[src/rtl/morse_encoder.sv]
// ASCII-to-Morse keyer: accepts one character per valid/ready transfer and emits
// an on/off keyed mark/space signal with unit-based dot, dash and gap timing.
module morse_encoder #(
    parameter int unsigned UNIT_CYCLES = 12500000,
    parameter int unsigned UNIT_BITS   = 24
) (
    input  logic       clk,
    input  logic       rst_n,
    input  logic [7:0] letter,
    input  logic       letter_valid,
    output logic       letter_ready,
    output logic       signal,
    output logic       busy,
    output logic       err
);

    typedef enum logic [2:0] {
        S_IDLE,
        S_MARK,
        S_SGAP,
        S_LGAP,
        S_WGAP,
        S_ERR
    } state_t;

    localparam int unsigned LEN_W = 3;
    localparam int unsigned PAT_W = 5;

    // Returns {length, left-aligned pattern}; length 0 marks an unsupported code.
    function automatic logic [7:0] lookup(input logic [7:0] c);
        logic [7:0] r;
        case (c)
            8'h41: r = {3'd2, 5'b01000};  // A
            8'h42: r = {3'd4, 5'b10000};
            8'h43: r = {3'd4, 5'b10100};
            8'h44: r = {3'd3, 5'b10000};
            8'h45: r = {3'd1, 5'b00000};
            8'h46: r = {3'd4, 5'b00100};
            8'h47: r = {3'd3, 5'b11000};
            8'h48: r = {3'd4, 5'b00000};
            8'h49: r = {3'd2, 5'b00000};
            8'h4A: r = {3'd4, 5'b01110};
            8'h4B: r = {3'd3, 5'b10100};
            8'h4C: r = {3'd4, 5'b01000};
            8'h4D: r = {3'd2, 5'b11000};
            8'h4E: r = {3'd2, 5'b10000};
            8'h4F: r = {3'd3, 5'b11100};
            8'h50: r = {3'd4, 5'b01100};
            8'h51: r = {3'd4, 5'b11010};
            8'h52: r = {3'd3, 5'b01000};
            8'h53: r = {3'd3, 5'b00000};
            8'h54: r = {3'd1, 5'b10000};
            8'h55: r = {3'd3, 5'b00100};
            8'h56: r = {3'd4, 5'b00010};
            8'h57: r = {3'd3, 5'b01100};
            8'h58: r = {3'd4, 5'b10010};
            8'h59: r = {3'd4, 5'b10110};
            8'h5A: r = {3'd4, 5'b11000};  // Z
            8'h30: r = {3'd5, 5'b11111};  // 0
            8'h31: r = {3'd5, 5'b01111};
            8'h32: r = {3'd5, 5'b00111};
            8'h33: r = {3'd5, 5'b00011};
            8'h34: r = {3'd5, 5'b00001};
            8'h35: r = {3'd5, 5'b00000};
            8'h36: r = {3'd5, 5'b10000};
            8'h37: r = {3'd5, 5'b11000};
            8'h38: r = {3'd5, 5'b11100};
            8'h39: r = {3'd5, 5'b11110};  // 9
            default: r = 8'h00;
        endcase
        return r;
    endfunction

    state_t               state;
    logic [UNIT_BITS-1:0] cnt;
    logic [1:0]           units_left;
    logic [LEN_W-1:0]     sym_left;
    logic [PAT_W-1:0]     pattern;

    logic [7:0]       upper_c;
    logic [7:0]       lut_c;
    logic [LEN_W-1:0] lut_len_c;
    logic [PAT_W-1:0] lut_pat_c;
    logic             is_space_c;
    logic             unit_end_c;

    assign upper_c    = (letter >= 8'h61 && letter <= 8'h7A) ? letter - 8'h20 : letter;
    assign lut_c      = lookup(upper_c);
    assign lut_len_c  = lut_c[7:5];
    assign lut_pat_c  = lut_c[4:0];
    assign is_space_c = (letter == 8'h20);
    assign unit_end_c = (cnt == UNIT_BITS'(UNIT_CYCLES - 1));

    // Timed states count whole units: cnt spans one unit, units_left the remainder.
    always_ff @(posedge clk or negedge rst_n) begin
        if (!rst_n) begin
            state        <= S_IDLE;
            cnt          <= '0;
            units_left   <= 2'd0;
            sym_left     <= '0;
            pattern      <= '0;
            signal       <= 1'b0;
            busy         <= 1'b0;
            letter_ready <= 1'b1;
            err          <= 1'b0;
        end else begin
            case (state)
                S_IDLE: begin
                    if (letter_valid) begin
                        letter_ready <= 1'b0;
                        busy         <= 1'b1;
                        cnt          <= '0;
                        if (is_space_c) begin
                            state      <= S_WGAP;
                            units_left <= 2'd3;
                        end else if (lut_len_c != 3'd0) begin
                            state      <= S_MARK;
                            signal     <= 1'b1;
                            pattern    <= lut_pat_c;
                            sym_left   <= lut_len_c - 3'd1;
                            units_left <= lut_pat_c[4] ? 2'd2 : 2'd0;
                        end else begin
                            state <= S_ERR;
                            err   <= 1'b1;
                        end
                    end
                end
                S_ERR: begin
                    state        <= S_IDLE;
                    err          <= 1'b0;
                    busy         <= 1'b0;
                    letter_ready <= 1'b1;
                end
                S_MARK, S_SGAP, S_LGAP, S_WGAP: begin
                    if (!unit_end_c) begin
                        cnt <= cnt + UNIT_BITS'(1);
                    end else begin
                        cnt <= '0;
                        if (units_left != 2'd0) begin
                            units_left <= units_left - 2'd1;
                        end else begin
                            case (state)
                                S_MARK: begin
                                    signal <= 1'b0;
                                    if (sym_left != 3'd0) begin
                                        state      <= S_SGAP;
                                        units_left <= 2'd0;
                                    end else begin
                                        state      <= S_LGAP;
                                        units_left <= 2'd2;
                                    end
                                end
                                S_SGAP: begin
                                    state      <= S_MARK;
                                    signal     <= 1'b1;
                                    pattern    <= pattern << 1;
                                    sym_left   <= sym_left - 3'd1;
                                    units_left <= pattern[3] ? 2'd2 : 2'd0;
                                end
                                default: begin
                                    state        <= S_IDLE;
                                    busy         <= 1'b0;
                                    letter_ready <= 1'b1;
                                end
                            endcase
                        end
                    end
                end
                default: begin
                    state        <= S_IDLE;
                    signal       <= 1'b0;
                    busy         <= 1'b0;
                    letter_ready <= 1'b1;
                    err          <= 1'b0;
                end
            endcase
        end
    end

endmodule

[config.mk]
export PLATFORM = sky130hd
export DESIGN_NAME = morse_encoder
export DESIGN_NICKNAME = d
export VERILOG_FILES = /design/src/rtl/morse_encoder.sv
export SDC_FILE = /design/constraint.sdc
export NUM_CORES = 1
export LEC_CHECK = 0
export CAP_MARGIN = 30
export CORE_ASPECT_RATIO = 1.25
export CORE_MARGIN = 5
export CORE_UTILIZATION = 60
export CTS_CLUSTER_SIZE = 25
export DETAILED_ROUTE_END_ITERATION = 10
export PLACE_DENSITY_LB_ADDON = 0.1
export SYNTH_ARGS = -nofsm -noshare
export SYNTH_HDL_FRONTEND = slang
export SYNTH_SLANG_ARGS = --single-unit
[constraint.sdc]
create_clock -name clk -period 3.92 [get_ports clk]
set_input_delay 0.392 -clock clk [delete_from_list [all_inputs] [get_ports clk]]
set_output_delay 0.392 -clock clk [all_outputs]
set_load 0.05 [all_outputs]
==> results.md, run 1 <==
- 1st-iter DRT viols: 127
- Global placement routability congestion: 0.911
- Drt first pass iters: 5
- Netlist cell types: 67
- Chip Height: 88.3 um
- Detail Placement HPWL: 4790 um
- Number of max-cap violations: 0
- Synth top area share: 33.2%
- Layout cells sized above 1: 11.3%
- Post-synth top cells: dfrtp_1, nor2_1, nand2_1, o21ai_0
- Largest net degree at the start of global routing: 41
- Vias in the first global route: 2,542
- Grt ovf: 0
- # nets final: 365
- Most common cell in the synthesized netlist: dfrtp_1
- Lkg Pwr: 1.36 nW
- Fin crit share: 81.6%
- Post-CTS resize count: 0
- Setup Fix Bufs, Post-CTS: 0
- Starting Density: 61.8%
- Final Setup Violations: 0
- Largest area contributor in the netlist: dfrtp_1
- Clock buffer count from CTS: 5
- Final min period: 3.20 ns
- Final WL: 6410 um
- Post-route DRC: 0
- Number of synthesized flops with an enable pin: 0
- Number of I/O pins: 15
- Drt via density: 6.22
- Synth Instances: 334
- DR vias: 2,513
- Setup TNS Final: 0 ns
- Ys flop type: dfrtp_1
- Root Driver: clkbuf_8
- Gr usage total: 21.7%
- Initial antenna violation count: 0
- TritonCTS clock tree: built
- Crit-path cells: clkdlybuf4s50_1, inv_1, ha_1, nor2b_1, o211ai_1, a32oi_1, o21ai_0, a22oi_1, ha_1, nand2b_1, mux2_2, o211ai_1
- Synthesized area: 2940 um^2
- Final Hold Vio Count: 0
- Worst setup margin: 0.722 ns
- Maximum root-to-sink buffer count: 2
- RSZ-0062 raised after global routing: false
- CP Launch Type: primary input
- Status: finished clean
- Worst EP arrival: 3.41 ns
- CP max FO: 10
- Relative slew slack: 39.7%
- Number of port buffers: 14
- Critical path data required time: 4.13 ns
- Row Count: 28
- First-pass GRT wire length: 11,200 um
- Fillers: 408
- Die X-Extent: 72.6 um
- Post-synthesis async set-or-reset flop share: 100%
- Synth Register Bits: 40
- CP Class: in -> reg
- Critical Path End Type: register
- Pwr dens: 252 nW/um^2
- Mean Syn Cell Area: 8.81 um^2
- Slowest cell on crit path: clkdlybuf4s50_1
- Synth warn: 0
- CP top delay family: compound AO/OA/AOI/OAI gates
- H-tree Lvls: 2
- Top cells by area, synth: dfrtp_1, ha_1, nor2_1
- Sequential area share after synthesis: 34.1%
- Syn nets: 356
- Max Clock Freq: 0.313 GHz
- Max Clock Skew: 0.00897 ns
- Clock Pin Slew Worst Setup and Hold Paths: 0.08 ns
- Total core area: 4760 um^2
- Hold_buf cts: 0
- Ant. Diodes: 0
- CP bufs+invs: 2
- VDD IR max: 0.139 mV
- Drt wl/cell: 15.9 um
- Slowest stage delay, CP: 0.61 ns
- Clk_lat worst skew: 0.29 ns
- Min-delay worst type: in -> async
- Die area: 6410 um^2
- CTS Sinks: 40
- DRT antenna net count: 0
- Area Growth Syn to Fin: 8.72%
- Post-place setup slack: 0.454 ns
- Measured slew at the worst slew-check pin: 0.905 ns
- Final max-slew violation count: 0
[flip-flops by register name, summed over array words and instances, names as in the netlist]
| name | flops |
|---|---|
| signal | 1 |
| sym_left | 3 |
| state | 3 |
| letter_ready | 1 |
| units_left | 2 |
| pattern | 4 |
| busy | 1 |
| err | 1 |
| cnt | 24 |
[layer usage]
metal  vias to the layer above  wire [um]  GRT usage (%)
li1                       1239          -              -
met1                      1210       2690           24.7
met2                        46       3330           39.6
met3                        18        201           2.84
met4                         0        190           10.6
met5                         -          0              0
[where the power goes]
group | internal (mW) | leakage, nW | switching (mW) | total, mW
Combinational | 0.0487 | 0.786 | 0.0679 | 0.117
Sequential | 0.416 | 0.523 | 0.00298 | 0.419
Clock | 0.124 | 0.0479 | 0.147 | 0.271
[through the flow]
step	hold slack, ns	power [mW]	util (%)	cell area [um^2]	std cells
final	0.223	0.807	67.1	3200	404
after detailed placement	0.501	0.543	65.3	3110	396
after global placement	0.492	0.541	65.3	3110	396
after CTS	0.251	0.816	67.1	3200	404
after floorplan	0.0964	0.499	-	2940	334
after global routing	0.291	0.838	67.1	3200	404
[worst paths after layout]
| path | startpoint | to | slack, ns | cells past startpoint |
|---|---|---|---|---|
| max | letter[0] | sym_left[2] | 0.72 | 12 |
| min reg2reg | cnt[1] | cnt[1] | 0.51 | 2 |
| min in group clk | cnt[1] | cnt[1] | 0.51 | 2 |
| max in group asynchronous | rst_n | cnt[5] | 3.13 | 1 |
| max reg2reg | cnt[9] | pattern[3] | 0.95 | 6 |
| min | rst_n | cnt[13] | 0.22 | 1 |
[worst register-to-register path: stages, from the launching register on]
cell,delay (ns)
dfrtp_1,0.42
or4b_1,0.54
or3_4,0.38
or4_4,0.53
and2_4,0.19
o31ai_4,0.41
mux2_2,0.39
[area by class of cell]
cell class / instances / area [um^2] / area share [%]
Clock buffer: 5 / 68.8 / 2.15
Timing Repair Buffer: 18 / 165 / 5.16
Sequential cell: 40 / 1000 / 31.3
Clock inverter: 3 / 18.8 / 0.587
Multi-Input combinational cell: 263 / 1810 / 56.7
Tap cell: 60 / 75.1 / 2.35
Inverter: 15 / 56.3 / 1.76
[cell families after synthesis]
logic type	Yosys count	share of synthesized area, %
AOI/OAI and AO/OA	80	19.0
buffers and inverters	31	4.34
xor gates and xnor gates	16	4.76
adders and majority gates	11	4.68
and+or+nand+nor	137	25.5
muxes	19	7.74
DFF	40	34.1
[cell usage in the layout, fill, tap and decap left out, drive strengths merged, types with 5 or more instances in the layout]
master / count
a21oi: 11
a22o: 5
buf: 5
clkbuf: 5
clkdlybuf4s50: 13
dfrtp: 39
ha: 11
inv: 15
mux2: 10
mux2i: 7
nand2: 22
nand2b: 15
nand3: 11
nand3b: 5
nand4: 5
nor2: 31
nor2b: 5
nor3: 9
nor4: 5
o21ai: 24
or3: 6
xor2: 12
No activity file was read; power rests on OpenSTA's default activity.
==> run 2: changes to the inputs <==
CORE_UTILIZATION = 55   (was 60)
clock period = 2.9 ns   (was 3.92 ns; I/O delays follow)
==> results.md, run 2 (synthesis gave the netlist of run 1 again) <==
- Largest net degree at the start of global routing: 41 (unchanged)
- Final max-slew violation count: 0 (unchanged)
- Critical path data required time: 3.07 ns (-1.06 ns)
- Max reg flops: 24 (unchanged)
- Post-CTS resize count: 0 (unchanged)
- VDD IR max: 0.194 mV (+40%)
- Setup TNS Final: 0 ns (unchanged)
- Hold_buf cts: 0 (unchanged)
- R2r startpoint: cnt[9]
- Reg2reg setup slack: 0.05 ns (-0.90 ns)
- Grt ovf: 0 (unchanged)
- Chip Height: 91.8 um (+3.9%)
- Area Growth Syn to Fin: 20.6%
- Max Clock Skew: 0.00772 ns (-0.00125 ns)
- Worst EP arrival: 3.02 ns (-0.39 ns)
- Post-route DRC: 0 (unchanged)
- Final Setup Violations: 0 (unchanged)
- Root Driver: clkbuf_8
- First-pass GRT wire length: 11,400 um (+2.0%)
- Setup Fix Bufs, Post-CTS: 0 (unchanged)
- Slowest cell on crit path: or4b_1
- Worst setup margin: 0.0516 ns (-0.670 ns)
- Final Hold Vio Count: 0 (unchanged)
- Starting Density: 57.1% (-4.6 points)
- DRT antenna net count: 0 (unchanged)
- # nets final: 407 (+12%)
- Layout cells sized above 1: 21.2% (+9.9 points)
- Clock Pin Slew Worst Setup and Hold Paths: 0.08 ns (about the same)
- Post-place setup slack: -0.154 ns (-0.607 ns)
- Final core utilization: 68.9% (+1.7 points)
- 1st-iter DRT viols: 95 (-25%)
- Pwr dens: 343 nW/um^2 (+36%)
- Most flops, register: cnt
- Crit-path cells: or4b_1, or3_4, or4_4, and2_4, o31ai_4, mux2_2
- Clock buffer count from CTS: 5 (unchanged)
- Slowest stage delay, CP: 0.56 ns (-0.05 ns)
- Max Clock Freq: 0.351 GHz
- Die area: 6920 um^2 (+7.9%)
- CP max FO: 6 (-4)
- Lkg Pwr: 1.57 nW (+16%)
- TritonCTS clock tree: built
- Crit Reg-Reg Endpoint: pattern[1]
- FF-to-FF path depth: 6 (unchanged)
- Measured slew at the worst slew-check pin: 0.873 ns (-0.0325 ns)
- Status: finished clean
- Non-filler instance count after layout: 448 (+11%)
- H-tree Lvls: 2 (unchanged)
- Min-delay worst type: in -> async
- Number of port buffers: 14 (unchanged)
- Total core area: 5150 um^2 (+8.1%)
- Critical path origin: cnt[9]
- Global placement routability congestion: 0.904 (-0.83%)
- Internal power: 0.914 mW (+55%)
- Switch Pwr: 0.304 mW (+40%)
- Sequential share of power: 46.6% (-5.4 points)
- Detail Placement HPWL: 5320 um (+11%)
- CP Launch Type: register
- Relative slew slack: 41.8% (+2.2 points)
- Final WL: 6880 um (+7.3%)
- Row Count: 29 (+3.6%)
- Post-placement cell count: 440 (+11%)
- RSZ-0062 raised after global routing: false
- Drt via density: 5.96 (-4.3%)
- Die X-Extent: 75.4 um (+3.8%)
- Comb power frac: 16.0% (+1.6 points)
- Clk pwr share: 37.5% (+3.9 points)
- Clk_lat worst skew: 0.29 ns (about the same)
- Vias in the first global route: 2,635 (+3.7%)
- Min Hold Slack: 0.107 ns (-0.116 ns)
- Gr usage total: 20.6% (-1.1 points)
- Drt first pass iters: 4 (-1)
- Number of max-cap violations: 0 (unchanged)
- Drt wl/cell: 15.4 um (-3.3%)
- Setup crit end: pattern[1]
- Number of I/O pins: 15 (unchanged)
- Ant. Diodes: 0 (unchanged)
- Critical Path End Type: register
- Final min period: 2.85 ns
- Largest regs: cnt: 24 flops, pattern: 4 flops
- Fin crit share: 98.2%
- Sw frac: 25.0% (-2.0 points)
- CP Class: reg -> reg
- Most frequent cells in the layout: buf_4, dfrtp_1, nor2_1, nand2_1, o21ai_0
- DR vias: 2,668 (+6.2%)
- Maximum root-to-sink buffer count: 2 (unchanged)
- CTS Sinks: 40 (unchanged)
- Initial antenna violation count: 0 (unchanged)
- Most common cell after layout, fill and taps aside: buf_4
run 2: cell types whose count changed in the layout (fill, tap and decap cells not counted):
cell | before | now
bufinv_16 | 0 | 1
clkinv_2 | 2 | 1
buf_4 | 4 | 46
clkinvlp_4 | 0 | 1
a32oi_1 | 1 | 0
clkinv_4 | 1 | 0
a32oi_2 | 0 | 1
run 2: worst max-delay path: cells and delay by family (launching register included):
family,cells,cell delay [ns]
flip-flops,1,0.38
AO/OA/AOI/OAI,1,0.32
multiplexers,1,0.39
AND/OR/NAND/NOR,4,1.64
run 2: worst min path at each step:
stage                     endpoint  slack (ns)  cells after the start
after floorplan               busy      -0.006                      0
after global placement     cnt[11]        0.47                      1
after detailed placement   cnt[13]        0.47                      1
after CTS                  cnt[13]        0.15                      1
after global routing       cnt[13]        0.18                      1
final                      cnt[13]        0.11                      1
run 2: layout make-up:
cell class / instances / area (um^2)
Multi-Input combinational cell: 263 / 1820
Inverter: 15 / 56.3
Clock inverter: 3 / 42.5
Clock buffer: 5 / 68.8
Tap cell: 62 / 77.6
Timing Repair Buffer: 60 / 480
Fill cell: 448 / 1600
Sequential cell: 40 / 1000
run 2: through the flow:
step | area [um^2] | power, mW
CTS | 3540 | 1.22
global route | 3550 | 1.27
finish | 3550 | 1.22
global placement | 3430 | 0.768
floorplan | 2940 | 0.675
detailed placement | 3430 | 0.772
run 2: power groups by stage:
stage	clock [mW]	combinational, mW	sequential, mW
after floorplan	0	0.0938	0.581
after global placement	0	0.190	0.577
after detailed placement	0	0.194	0.578
after CTS	0.464	0.194	0.567
after global routing	0.485	0.214	0.567
final	0.456	0.194	0.567
run 2: layer usage:
layer | vias to the layer above | GRT usage, % | wire length [um]
li1 | 1321 | - | -
met1 | 1261 | 22.3 | 2840
met2 | 63 | 38.0 | 3610
met3 | 23 | 2.95 | 206
met4 | 0 | 8.89 | 218
met5 | - | 0 | 0
==> run 3: changes to the inputs <==
SLEW_MARGIN = 20   (was default)
==> results.md, run 3 (synthesis gave the netlist of run 1 again) <==
- H-tree Lvls: 2 (unchanged)
- Clock Pin Slew Worst Setup and Hold Paths: 0.08 ns (about the same)
- Chip Height: 91.8 um (unchanged)
- Detail Placement HPWL: 5320 um (unchanged)
- Worst setup margin: 0.0440 ns (-0.00764 ns)
- Starting Density: 57.1% (unchanged)
- Sw frac: 25.1% (+0.16 points)
- Number of max-cap violations: 0 (unchanged)
- Row Count: 29 (unchanged)
- Min-delay worst type: in -> async
- Fin crit share: 98.5% (+0.26 points)
- Number of port buffers: 14 (unchanged)
- Die X-Extent: 75.4 um (unchanged)
- Internal power: 0.917 mW (+0.41%)
- Relative slew slack: 56.0% (+14 points)
- Final core utilization: 69.5% (+0.58 points)
- Setup Fix Bufs, Post-CTS: 0 (unchanged)
- Drt wl/cell: 15.3 um (about the same)
- Max reg flops: 24 (unchanged)
- Switch Pwr: 0.308 mW (+1.3%)
- Critical path data required time: 3.07 ns (about the same)
- Initial antenna violation count: 0 (unchanged)
- Post-place setup slack: -0.154 ns (unchanged)
- Gr usage total: 20.6% (unchanged)
- Final WL: 6900 um (+0.35%)
- Post-route DRC: 0 (unchanged)
- First-pass GRT wire length: 11,400 um (unchanged)
- Vias in the first global route: 2,635 (unchanged)
- Crit Reg-Reg Endpoint: pattern[1]
- Layout cells sized above 1: 21.4% (+0.15 points)
- Clk_lat worst skew: 0.29 ns (about the same)
- CP Class: reg -> reg
- Grt ovf: 0 (unchanged)
- Most flops, register: cnt
- TritonCTS clock tree: built
- Setup crit end: pattern[1]
- Global placement routability congestion: 0.904 (unchanged)
- Status: finished clean
- Reg2reg setup slack: 0.04 ns (about the same)
- Final min period: 2.86 ns (+0.00764 ns)
- CP max FO: 6 (unchanged)
- Final Hold Vio Count: 0 (unchanged)
- Area Growth Syn to Fin: 21.6%
- Clk pwr share: 37.5% (about the same)
- Max Clock Freq: 0.350 GHz (-0.27%)
- CP Launch Type: register
- Total core area: 5150 um^2 (unchanged)
- Lkg Pwr: 1.59 nW (+0.86%)
- DR vias: 2,669 (+0.037%)
- Critical path origin: cnt[9]
- Comb power frac: 16.2% (+0.2 points)
- FF-to-FF path depth: 6 (unchanged)
- Most common cell after layout, fill and taps aside: buf_4
- Largest regs: cnt: 24 flops, pattern: 4 flops
- Number of I/O pins: 15 (unchanged)
- Sequential share of power: 46.3% (-0.3 points)
- Largest net degree at the start of global routing: 41 (unchanged)
- Drt via density: 5.93 (-0.41%)
- Max Clock Skew: 0.00880 ns (+0.00108 ns)
- 1st-iter DRT viols: 70 (-26%)
- VDD IR max: 0.194 mV (about the same)
- Ant. Diodes: 0 (unchanged)
- Drt first pass iters: 4 (unchanged)
- Measured slew at the worst slew-check pin: 0.655 ns (-0.217 ns)
- Clock buffer count from CTS: 5 (unchanged)
- Non-filler instance count after layout: 450 (+0.45%)
- Root Driver: clkbuf_8
- Final Setup Violations: 0 (unchanged)
- R2r startpoint: cnt[9]
- Final max-slew violation count: 0 (unchanged)
- # nets final: 409 (+0.49%)
- RSZ-0062 raised after global routing: false
- Die area: 6920 um^2 (unchanged)
- Pwr dens: 342 nW/um^2 (-0.22%)
- Worst EP arrival: 3.03 ns (about the same)
- DRT antenna net count: 0 (unchanged)
- Most frequent cells in the layout: buf_4, dfrtp_1, nor2_1, nand2_1, o21ai_0
- Critical Path End Type: register
- Post-placement cell count: 440 (unchanged)
- Maximum root-to-sink buffer count: 2 (unchanged)
- CTS Sinks: 40 (unchanged)
run 3: cell count changes in the layout (fill, tap and decap cells not counted):
| cell | before | now |
|---|---|---|
| buf_12 | 0 | 1 |
| dlygate4sd3_1 | 0 | 1 |
run 3: critical path, stage by stage, from the launching register on:
cell,delay (ns)
dfrtp_1,0.39
or4b_1,0.56
or3_4,0.36
or4_4,0.53
and2_4,0.19
o31ai_4,0.32
mux2_2,0.39
run 3: timing repair:
item                                    CTS  global route
gates resized for setup                   0             1
endpoints found under the hold margin     0             6
hold buffers                              0             1
endpoints found under the setup margin    0             5
run 3: per-stage QoR:
step	hold slack, ns	setup TNS [ns]	power (mW)	instance area (um^2)
finish	0.359	0	1.23	3580
global route	0.379	0	1.27	3580
CTS	0.148	0	1.22	3540
detailed placement	0.466	-1.03	0.772	3430
global placement	0.465	-0.584	0.768	3430
floorplan	-0.00559	0	0.675	2940
run 3: area by class of cell:
cell class                 instances  area [um^2]
multi-input combinational        263         1820
fill                             444         1570
sequential                        40         1000
timing repair buffer              62          510
tap                               62         77.6
clock buffer                       5         68.8
inverter                          15         56.3
clock inverter                     3         42.5
run 3: per-layer routing:
metal | track usage [%] | part of all wire [%]
met1 | 22.3 | 41
met2 | 38.0 | 53
met3 | 2.95 | 3.1
met4 | 8.89 | 3.1
met5 | 0 | 0
run 3: how the worst min path moves through the flow:
stage | end | from | cells after the start | slack (ns)
floorplan | busy | rst_n | 0 | -0.006
global placement | cnt[11] | rst_n | 1 | 0.47
detailed placement | cnt[13] | rst_n | 1 | 0.47
CTS | cnt[13] | rst_n | 1 | 0.15
global route | cnt[11] | rst_n | 2 | 0.38
finish | cnt[13] | rst_n | 2 | 0.36
run 3: power groups by stage:
| stage | combinational, mW | clock [mW] | sequential [mW] |
|---|---|---|---|
| 6_report | 0.199 | 0.460 | 0.567 |
| 5_1_grt | 0.219 | 0.485 | 0.567 |
| 4_1_cts | 0.194 | 0.464 | 0.567 |
| 3_5_place_dp | 0.194 | 0 | 0.578 |
| 3_3_place_gp | 0.190 | 0 | 0.577 |
| 2_1_floorplan | 0.0938 | 0 | 0.581 |
==> variant, RTL diff (settings of run 3) <==
The parameter `UNIT_CYCLES` goes from 12500000 to 6250000.
--- a/src/rtl/morse_encoder.sv
+++ b/src/rtl/morse_encoder.sv
@@ -1,7 +1,7 @@
 // ASCII-to-Morse keyer: accepts one character per valid/ready transfer and emits
 // an on/off keyed mark/space signal with unit-based dot, dash and gap timing.
 module morse_encoder #(
-    parameter int unsigned UNIT_CYCLES = 12500000,
+    parameter int unsigned UNIT_CYCLES = 6250000,
     parameter int unsigned UNIT_BITS   = 24
 ) (
     input  logic       clk,
Check against the original RTL: same outputs for any inputs over 10 cycles, from zero or initial values and one cycle with rst_n low; that may be too few to reach the edited logic, so the function may still have changed.
==> variant against run 3 <==
- sequential share of layout area increased by 1.0 points
- register-to-register slack improved by 400 ps
- sequential power increased by 1%
- hold slack improved by 35 ps
- cell area decreased by 3.5%
- largest power group unchanged
- worst setup slack improved by 190 ps
- area after synthesis increased by 0.81%
- power decreased by 2.5%
- sequential cell count unchanged
- wire length decreased by 0.25%
- die area increased by 0.71%
==> variant: results (changes against run 3) <==
Placed design
  • GP Congestion: 0.950 (was 0.904)
  • Dpl cells: 433 (was 440)
  • Pre-CTS WS: -31.9 ps (was -154 ps)
  • Dpl cell area: 3320 µm² (was 3430 µm²)

Synth
  • Number of library cell types mapped by synthesis: 65 (was 67)
  • Synth top area share: 32.9% (was 33.2%)
  • Top post-synthesis cells by area: dfrtp_1, ha_1, o21ai_0, nor2_1, nand2_1 (was dfrtp_1, ha_1, nor2_1, mux2_2, o21ai_0)
  • Synth top cells by count: dfrtp_1, nor2_1, nand2_1 (unchanged)
  • Synth Net Count: 365 (was 356)
  • Share of the yosys chip area belonging to registers: 33.8% (was 34.1%)

Global routing
  • First-pass GRT wire length: 12000 µm (was 11400 µm)
  • GRT Util Overall: 21.7% (was 20.6%)

Critical path
  • Reg2reg setup slack: 440 ps (was 40 ps)
  • WP data arrival: 2840 ps (was 3030 ps)
  • Crit-path max cell delay: 530 ps (was 560 ps)
  • CP delay by family, top: compound AO/OA/AOI/OAI gates (was simple AND/OR/NAND/NOR gates)
  • Worst Path Max Fanout: 4 (was 6)

Route
  • Wire per inst: 15.5 µm (was 15.3 µm)
  • Drt total wl: 6890 µm (was 6900 µm)
  • DR vias/cell: 5.99 (was 5.93)

Power
  • Clk pwr share: 37.2% (was 37.5%)
  • PwrDens: 346 nW/µm² (was 342 nW/µm²)
  • P_int: 0.902 mW (was 0.917 mW)
  • Share of power burned in registers: 48.0% (was 46.3%)
  • Peak VDD IR: 0.000201 V (was 0.000194 V)

Layout
  • Final net count: 400 (was 409)
  • FILL cells: 472 (was 444)
  • Syn-to-layout area delta: 16.4% (was 21.6%)
  • Share of layout cells above drive strength 1: 15.3% (was 21.4%)

Status
  • Status: finished clean (unchanged)

Timing
  • Fin crit share: 92.0% (was 98.5%)
  • Hold Slack: 393 ps (was 359 ps)
  • Clk_skew: 7.45 ps (was 8.80 ps)

Clock network
  • Clock Root Buffer: clkbuf_8 (unchanged)
-- variant: cell count changes after synthesis, moves of 4 or more --
cell      delta
a21oi_1      +4
a31oi_1      +5
and3_1       +4
buf_2        +4
clkbuf_1     -6
mux2_2       -5
nand2_1     +11
nand2b_1     -8
o21ai_0      +5
or3_1        -5
xnor2_1      +4
-- variant: path summary, 6_finish.rpt --
kind / endpoint / cells past startpoint / startpoint
worst max register to register: units_left[1] / 7 / cnt[13]
max in group asynchronous: letter_ready / 3 / rst_n
worst max-delay path: sym_left[2] / 13 / letter[1]
worst min-delay path: cnt[17] / 2 / rst_n
min in group clk: letter_ready / 2 / letter_ready
worst min register to register: letter_ready / 2 / letter_ready
-- variant: cell families (layout without fill, tap and decap cells) --
group / count (synthesis) / count (layout) / share of synthesized area [%]
buffers and inverters: 29 / 65 / 4.47
AOI/OAI and AO/OA: 89 / 89 / 20.7
muxes: 15 / 15 / 6.28
xor gates and xnor gates: 17 / 17 / 5.02
adders and majority gates: 11 / 11 / 4.64
and+or+nand+nor: 142 / 142 / 25.1
DFF: 40 / 40 / 33.8
-- variant: layer usage --
layer | vias up | wire (µm) | GRT usage (%)
met1 | 1269 | 2860 | 25.0
met4 | 0 | 195 | 9.62
met5 | - | 0 | 0
met3 | 15 | 147 | 2.96
li1 | 1324 | - | -
met2 | 44 | 3690 | 38.3
-- variant: layout make-up --
cell class / count / area, µm² / share of cell area [%]
tap: 64 / 80.1 / 2.32
clock inverter: 2 / 35.0 / 1.01
clock buffer: 6 / 72.6 / 2.10
inverter: 14 / 52.6 / 1.52
sequential: 40 / 1000 / 29.0
timing repair buffer: 43 / 380 / 11.0
multi-input combinational: 274 / 1830 / 53.0
